**src/rtl/instr_cache.sv**
```systemverilog
// instr_cache: direct-mapped, read-only instruction cache with one-word lines.
//   Hits are served combinationally in IDLE. On a miss the cache fetches one word
//   from RAM in FETCH, fills the line, and returns to IDLE. The held request then
//   looks up again and hits there.
// Ports:
//   CLK, nRST                 clock (rising edge), asynchronous active-low reset
//   imemREN, imemaddr         datapath fetch request and byte address ([1:0] ignored)
//   flush                     single-cycle pulse that invalidates every line
//   ihit, imemload            hit strobe and instruction word (combinational)
//   iREN, iaddr               RAM read request and word address (registered)
//   iwait, iload              RAM busy flag and read data
//   hit_count, miss_count     saturating performance counters
module instr_cache #(
    parameter int SETS  = 16,
    parameter int CNT_W = 32
) (
    input  logic             CLK,
    input  logic             nRST,
    input  logic             imemREN,
    input  logic [31:0]      imemaddr,
    input  logic             flush,
    output logic             ihit,
    output logic [31:0]      imemload,
    output logic             iREN,
    output logic [31:0]      iaddr,
    input  logic             iwait,
    input  logic [31:0]      iload,
    output logic [CNT_W-1:0] hit_count,
    output logic [CNT_W-1:0] miss_count
);
    localparam int IDX_W = $clog2(SETS);
    localparam int TAG_W = 30 - IDX_W;

    typedef enum logic {IDLE, FETCH} state_t;

    state_t             state;
    logic               flush_pend;   // flush seen during this FETCH: fill must not validate
    logic [SETS-1:0]    valid;
    logic [TAG_W-1:0]   tags [SETS];
    logic [31:0]        data [SETS];

    logic [IDX_W-1:0]   idx, fill_idx;
    logic [TAG_W-1:0]   tag, fill_tag;
    logic               lookup_hit, miss, fill_done;
    logic               unused_bits;

    assign idx         = imemaddr[IDX_W+1:2];
    assign tag         = imemaddr[31:IDX_W+2];
    // The in-flight line is identified by the registered RAM address, so later
    // changes on imemaddr cannot redirect the fill.
    assign fill_idx    = iaddr[IDX_W+1:2];
    assign fill_tag    = iaddr[31:IDX_W+2];
    assign unused_bits = ^imemaddr[1:0];

    always_comb begin
        lookup_hit = valid[idx] && (tags[idx] == tag);
        // A flush cycle performs no lookup at all: no hit and no miss is taken.
        ihit       = (state == IDLE) && imemREN && !flush && lookup_hit;
        miss       = (state == IDLE) && imemREN && !flush && !lookup_hit;
        imemload   = ihit ? data[idx] : '0;
        fill_done  = (state == FETCH) && !iwait;
    end

    always_ff @(posedge CLK or negedge nRST) begin
        if (!nRST) begin
            state      <= IDLE;
            iREN       <= 1'b0;
            iaddr      <= '0;
            flush_pend <= 1'b0;
            valid      <= '0;
        end else begin
            case (state)
                IDLE: begin
                    if (miss) begin
                        state      <= FETCH;
                        iREN       <= 1'b1;
                        iaddr      <= {imemaddr[31:2], 2'b00};
                        flush_pend <= 1'b0;
                    end
                end
                FETCH: begin
                    if (!iwait) begin
                        state      <= IDLE;
                        iREN       <= 1'b0;
                        flush_pend <= 1'b0;
                    end else if (flush) begin
                        flush_pend <= 1'b1;
                    end
                end
                default: state <= IDLE;
            endcase

            if (flush)
                valid <= '0;
            else if (fill_done && !flush_pend)
                valid[fill_idx] <= 1'b1;
        end
    end

    // Line payload carries no reset; valid bits gate every use.
    always_ff @(posedge CLK) begin
        if (fill_done) begin
            data[fill_idx] <= iload;
            tags[fill_idx] <= fill_tag;
        end
    end

    always_ff @(posedge CLK or negedge nRST) begin
        if (!nRST) begin
            hit_count  <= '0;
            miss_count <= '0;
        end else begin
            if (ihit && hit_count != '1)
                hit_count <= hit_count + 1'b1;
            if (miss && miss_count != '1)
                miss_count <= miss_count + 1'b1;
        end
    end
endmodule

```
**config.mk**
```make
export PLATFORM = sky130hd
export DESIGN_NAME = instr_cache
export DESIGN_NICKNAME = d
export VERILOG_FILES = /design/src/rtl/instr_cache.sv
export SDC_FILE = /design/constraint.sdc
export NUM_CORES = 1
export LEC_CHECK = 0
export BUFFER_PORTS_ARGS = -buffer_cell sky130_fd_sc_hd__buf_2
export CAP_MARGIN = 5
export CORE_MARGIN = 3
export CORE_UTILIZATION = 55
export DETAILED_ROUTE_END_ITERATION = 10
export HOLD_SLACK_MARGIN = 0.06
export PLACE_DENSITY = 0.75
export SYNTH_ARGS = -nofsm -noshare
export SYNTH_HDL_FRONTEND = slang
export SYNTH_SLANG_ARGS = --single-unit
```
**constraint.sdc**
```tcl
create_clock -name CLK -period 5.15 [get_ports CLK]
set_input_delay 0.7725 -clock CLK [delete_from_list [all_inputs] [get_ports CLK]]
set_output_delay 0.7725 -clock CLK [all_outputs]
set_load 0.005 [all_outputs]
```
# Yosys cells after proc, flatten, opt, wreduce, memory -nomap -nowiden
# Memories as Yosys holds them, arrays and structs flattened.
# Cells that the tools add are included.
# W data, S select, Z words.
word_totals:
  reg_bits: 113
  mem_bits_rw: 928
  output_inout_bits: 130
  elab_cells: 59
  mem_count: 2
memory_table:
  columns: ["name", "words", "width", "read_ports", "rd_ports_with_merged_regs", "write_ports", "line_no", "rtl"]
  rows:
  - ["data", 16, 32, 1, 0, 1, "40", "logic [31:0] data [SETS];"]
  - ["tags", 16, 26, 1, 0, 1, "39", "logic [TAG_W-1:0] tags [SETS];"]
classes:
  add_sub_neg: 2
  n_lt_le_gt_ge: 3
  n_eq_ne: 6
  muxes: 19
  n_bitwise: 2
  n_reduce_logical: 18
ops:
  columns: ["operator", "n"]
  rows:
  - ["$add A32 B1 Y32 const B", 2]
  - ["$ne A32 B32 Y1 const B", 2]
  - ["$mux W16", 2]
  - ["$mux W32", 1]
  - ["$eq A26 B26 Y1", 1]
  - ["$or A16 B16 Y16", 1]
  - ["$mux W1", 11]
  - ["$logic_and A1 B1 Y1", 10]
  - ["$lt A4 B5 Y1 const B", 2]
  - ["$pmux W1 S2", 3]
  - ["$reduce_and A2 Y1", 3]
  - ["$bmux W1 S4", 1]
  - ["$demux W1 S4", 1]
  - ["$ge A4 B1 Y1 const B", 1]
  - ["$logic_not A1 Y1", 4]
  - ["$ne A2 B2 Y1 const B", 2]
  - ["$ne A3 B3 Y1 const B", 1]
  - ["$reduce_bool A2 Y1", 1]
  - ["$not A1 Y1", 1]

# Depth between registers and ports, before layout
logic_depth:
  word_depth: 7
  depth_mapped: 16
  depth_no_buf: 10

# Worst setup path before layout
# Ideal clock, no wire load.
synth_path:
  path_kind: "input port to flip-flop"
  from: "input iwait"
  to: "memory data[1][0], enable pin"
  setup_ns: 0.545
  arrival_ns: 5.291
  t_required_ns: 4.605
  slack_ns: -0.686
  cell_stages: 4
  n_path_buf: 0
  cell_sequence: "nor2b_1 -> nand2_1 -> or2_2 -> nor3_1"
synth_between:
  elab_chain_cells: 4
synth_lines:
  columns: ["item", "line_no", "rtl"]
  rows:
  - ["start, declared", "26", "input logic iwait,"]
  - ["$logic_not A1 Y1", null, null]
  - ["$logic_and A1 B1 Y1", "61", "fill_done = (state == FETCH) && !iwait;"]
  - ["$mux W1", "102", "if (fill_done) begin"]
  - ["$mux W1 (implied by the code)", "103", "data[fill_idx] <= iload;"]
  - ["end, declared", "40", null]
# No other way between the ends.

# Worst setup path after layout
layout_path:
  from: "input imemaddr[2]"
  to: "output imemload[19]"
layout_between:
  elab_chain_cells: 5
layout_lines:
  columns: ["item", "line_no", "rtl"]
  rows:
  - ["start, declared", "20", "input logic [31:0] imemaddr,"]
  - ["$mem_v2 Z16 W26 or $bmux W1 S4 (tied branches)", null, null]
  - ["$eq A26 B26 Y1 or $mux W1 (tied branches)", "56", "lookup_hit = valid[idx] && (tags[idx] == tag);"]
  - ["$logic_and A1 B1 Y1", "56", null]
  - ["$logic_and A1 B1 Y1", "58", "ihit = (state == IDLE) && imemREN && !flush && lookup_hit;"]
  - ["$mux W32 *", "60", "imemload = ihit ? data[idx] : '0;"]
  - ["end, declared", "23", "output logic [31:0] imemload,"]
# Mark *: on every way between the ends. The rest lies on a longest branch, timed or not. The select of a mux whose other input is x is not followed.

==> run_results.csv <==
group,metric,value,unit
outcome,outcome,"completed",
logic_synthesis,synth_cells,2051,
logic_synthesis,ys.warnings.count,0,
clock_tree,path_clk_slew,0.06,ns
clock_tree,cts_root_buffer,"clkbuf_16",
global_routing,grt_pass1_vias,22200,
routing,drt.antenna.violating_nets,0,
worst_setup_path,end_kind,"primary output",
sta,slew_headroom,25.1,%
cells_and_area,area_growth,14.7,%
min_path,hold_class,"in -> async",
sta,min_period,4.95,ns
logic_synthesis,ys_types,65,
sta,rsz0062_at_grt,"false",
sta,worst_pin_slew,1.12,ns
floorplanning,coreArea,0.0736,mm²
sta,setup_tns,0,ns
floorplanning,fp.dieArea,0.0782,mm²
power_and_ir_drop,p_leak,16.3,nW
global_routing,grt_max_degree,122,
routing,drtPass1Iterations,5,
clock_tree,cts_sinks,1041,
logic_synthesis,synth_edf_count,928,
clock_tree,post-cts-setup-buffers,0,
sta,fin_ws,0.198,ns
job,cap_violations,0,
cells_and_area,drive_gt1_share,28.9,%
logic_synthesis,ys_seq_elements,1041,
clock_tree,clock_latency,0.67,ns
clock_tree,cts_inserted_buffers,103,
placed_design,io_buffers,194,
routing,drt_iter0_drc,2325,
logic_synthesis,synth-async-reset-ratio,10.9,%
routing,wl,96800,µm
routing,drc_errors,0,
placed_design,place_ws,0.227,ns
clock_tree,tritoncts,"built",
sta,setup_violations,0,
clock_tree,htreeDepth,3,
worst_setup_path,critPathKind,"in -> out",
logic_synthesis,avgSynthCellArea,20.1,µm²
power_and_ir_drop,peakVddDrop,0.321,mV
sta,fmax,202,MHz
logic_synthesis,synth_seq_area_share,74.5,%
power_and_ir_drop,p_total,18.4,mW
sta,slew_violations,0,
routing,post_drt_wl_per_cell,28.7,µm
placed_design,dp.cells,3180,
sta,finalCritPeriodShare,96.2,%
worst_setup_path,required,4.38,ns
worst_setup_path,cp-start-kind,"input pin",
routing,vias,21400,
floorplanning,io_pins,199,
cells_and_area,final_nets,2397,
global_routing,grt-ovfl-total,0,
sta,holdWs,0.179,ns
clock_tree,cts_hold_buf,0,
worst_setup_path,worstPathMaxFanout,33,
clock_tree,clockBufferDepth,3,
floorplanning,initial_core_util,56.0,%
logic_synthesis,ys.flop_type,"edfxtp_1",
cells_and_area,fin_cells,3372,
logic_synthesis,netlist_area,0.0412,mm²
sta,skew,0.0264,ns
floorplanning,row_count,99,
global_routing,antenna_found_initial,5,
global_routing,grt_pass1_wl,145000,µm
placed_design,hpwl,52600,µm
floorplanning,die_x,280,µm
sta,hold_viol_final,0,
power_and_ir_drop,power_density,390,mW/mm²
global_routing,track_usage,25.1,%
floorplanning,die_h,280,µm
worst_setup_path,arrival,4.18,ns
clock_tree,post_cts_resized,0,
routing,vias_per_cell,6.35,
placed_design,gp_congestion,0.801,
==> sequential cells by signal, indices dropped and copies added (netlist names) <==
signal and flops:
hit_count 32, valid 16, iREN 1, iaddr 30
tags 416, state 1, data 512, flush_pend 1
miss_count 32
==> layout make-up <==
| type | count | area (µm²) |
|---|---|---|
| flip-flops and latches | 1041 | 30700 |
| fillers | 4919 | 26300 |
| multi-input cells | 905 | 10200 |
| clock buffers | 139 | 2870 |
| repair buffers | 266 | 1770 |
| well taps | 959 | 1200 |
| clock inverters | 49 | 526 |
| inverters | 9 | 35.0 |
| diodes | 4 | 10.0 |
==> synth_stat cells (3+ instances only) <==
| master | instances | share of area (%) |
|---|---|---|
| buf_4 | 13 | 0.24 |
| a21o_1 | 3 | 0.055 |
| xnor2_1 | 41 | 0.87 |
| mux2_2 | 22 | 0.60 |
| nor2b_1 | 47 | 0.71 |
| xor2_1 | 35 | 0.74 |
| edfxtp_1 | 928 | 68 |
| nor4_1 | 4 | 0.061 |
| inv_1 | 7 | 0.064 |
| mux4_2 | 232 | 13 |
| and2_1 | 14 | 0.21 |
| and4_1 | 5 | 0.11 |
| o21ai_0 | 5 | 0.061 |
| o211ai_1 | 3 | 0.055 |
| or4_1 | 5 | 0.091 |
| nor4b_1 | 7 | 0.15 |
| nand4_1 | 18 | 0.27 |
| nand2_1 | 55 | 0.50 |
| nand3_1 | 44 | 0.53 |
| nor3_1 | 27 | 0.33 |
| a22oi_1 | 30 | 0.55 |
| buf_2 | 33 | 0.40 |
| nand2b_1 | 12 | 0.18 |
| a21oi_1 | 25 | 0.30 |
| nor3b_1 | 5 | 0.091 |
| o22ai_1 | 4 | 0.061 |
| nor2_1 | 62 | 0.57 |
| a221oi_1 | 8 | 0.17 |
| mux2_1 | 33 | 0.90 |
| clkbuf_1 | 38 | 0.35 |
| and3_1 | 27 | 0.41 |
| dfrtp_1 | 113 | 6.9 |
| a31oi_1 | 10 | 0.15 |
| nand4b_1 | 4 | 0.085 |
| buf_1 | 13 | 0.12 |
| o221ai_1 | 6 | 0.13 |
| mux2i_1 | 79 | 1.9 |
==> power by group <==
| part | total (mW) | switching, mW | internal, mW |
|---|---|---|---|
| sequential | 9.89 | 0.301 | 9.59 |
| combinational | 1.08 | 0.620 | 0.460 |
| clock | 7.47 | 3.11 | 4.36 |
==> layer usage <==
layer / routed length, µm / GRT usage (%) / share of wire [%] / vias up
met3: 7490 / 4.66 / 7.7 / 198
met1: 37100 / 34.4 / 38 / 11300
li1: - / - / - / 8940
met5: 13 / 0 / 0.013 / -
met4: 2570 / 7.15 / 2.7 / 2
met2: 49600 / 42.2 / 51 / 946
==> path summary, 6_finish.rpt <==
path	depth (start not counted)	slack (ns)	endpoint	start
worst max register to register	10	1.31	iaddr[4]	tags[10][10]
worst max-delay path	12	0.20	imemload[19]	imemaddr[2]
max in group asynchronous	2	3.83	miss_count[19]	nRST
worst min register to register	1	0.49	hit_count[13]	hit_count[13]
worst min-delay path	1	0.18	iaddr[17]	nRST
min in group CLK	2	0.37	state	iwait
==> stage by stage <==
| stage | utilization, % | area, µm² |
|---|---|---|
| floorplan | - | 41200 |
| global placement | 59.6 | 43900 |
| detailed placement | 59.6 | 43900 |
| CTS | 64.2 | 47200 |
| global route | 64.2 | 47200 |
| finish | 64.2 | 47300 |
==> critical path, cell delays in order <==
cell and delay (ns):
buf_8 0.18, buf_12 0.23, nor2b_1 0.53, a221oi_1 0.24
mux2i_1 0.33, o221ai_1 0.14, or4b_2 0.64, nor4b_1 0.39
nand3_2 0.15, buf_12 0.23, nor2b_1 0.16, buf_2 0.13
==> cell families (layout without fill, tap and decap cells) <==
| group | Yosys count | after routing | synth area share, % |
|---|---|---|---|
| compound gates | 114 | 114 | 1.97 |
| xor+xnor | 76 | 76 | 1.62 |
| fa+ha+maj | 2 | 2 | 0.0608 |
| buf+inv | 106 | 463 | 1.18 |
| flops | 1041 | 1041 | 74.5 |
| mux | 366 | 366 | 16.1 |
| other cells | 1 | 6 | 0.00911 |
| simple gates | 345 | 345 | 4.51 |
==> cells in the final DEF (no fill, tap or decap), types with 13 or more instances in the layout <==
master,n
a22oi_1,30
edfxtp_1,928
xor2_1,35
nor2_1,49
buf_4,55
clkbuf_16,105
mux2i_1,79
nor3_1,23
buf_12,18
and2_1,14
mux2_1,33
dfrtp_1,113
and3_1,27
clkinv_1,18
mux4_2,232
nand2_1,55
nand4_1,18
nand3_1,43
clkbuf_1,23
a21oi_1,25
xnor2_1,41
buf_2,190
nor2_4,13
mux2_2,22
nor2b_1,47
(Power assumes the default switching activity.)
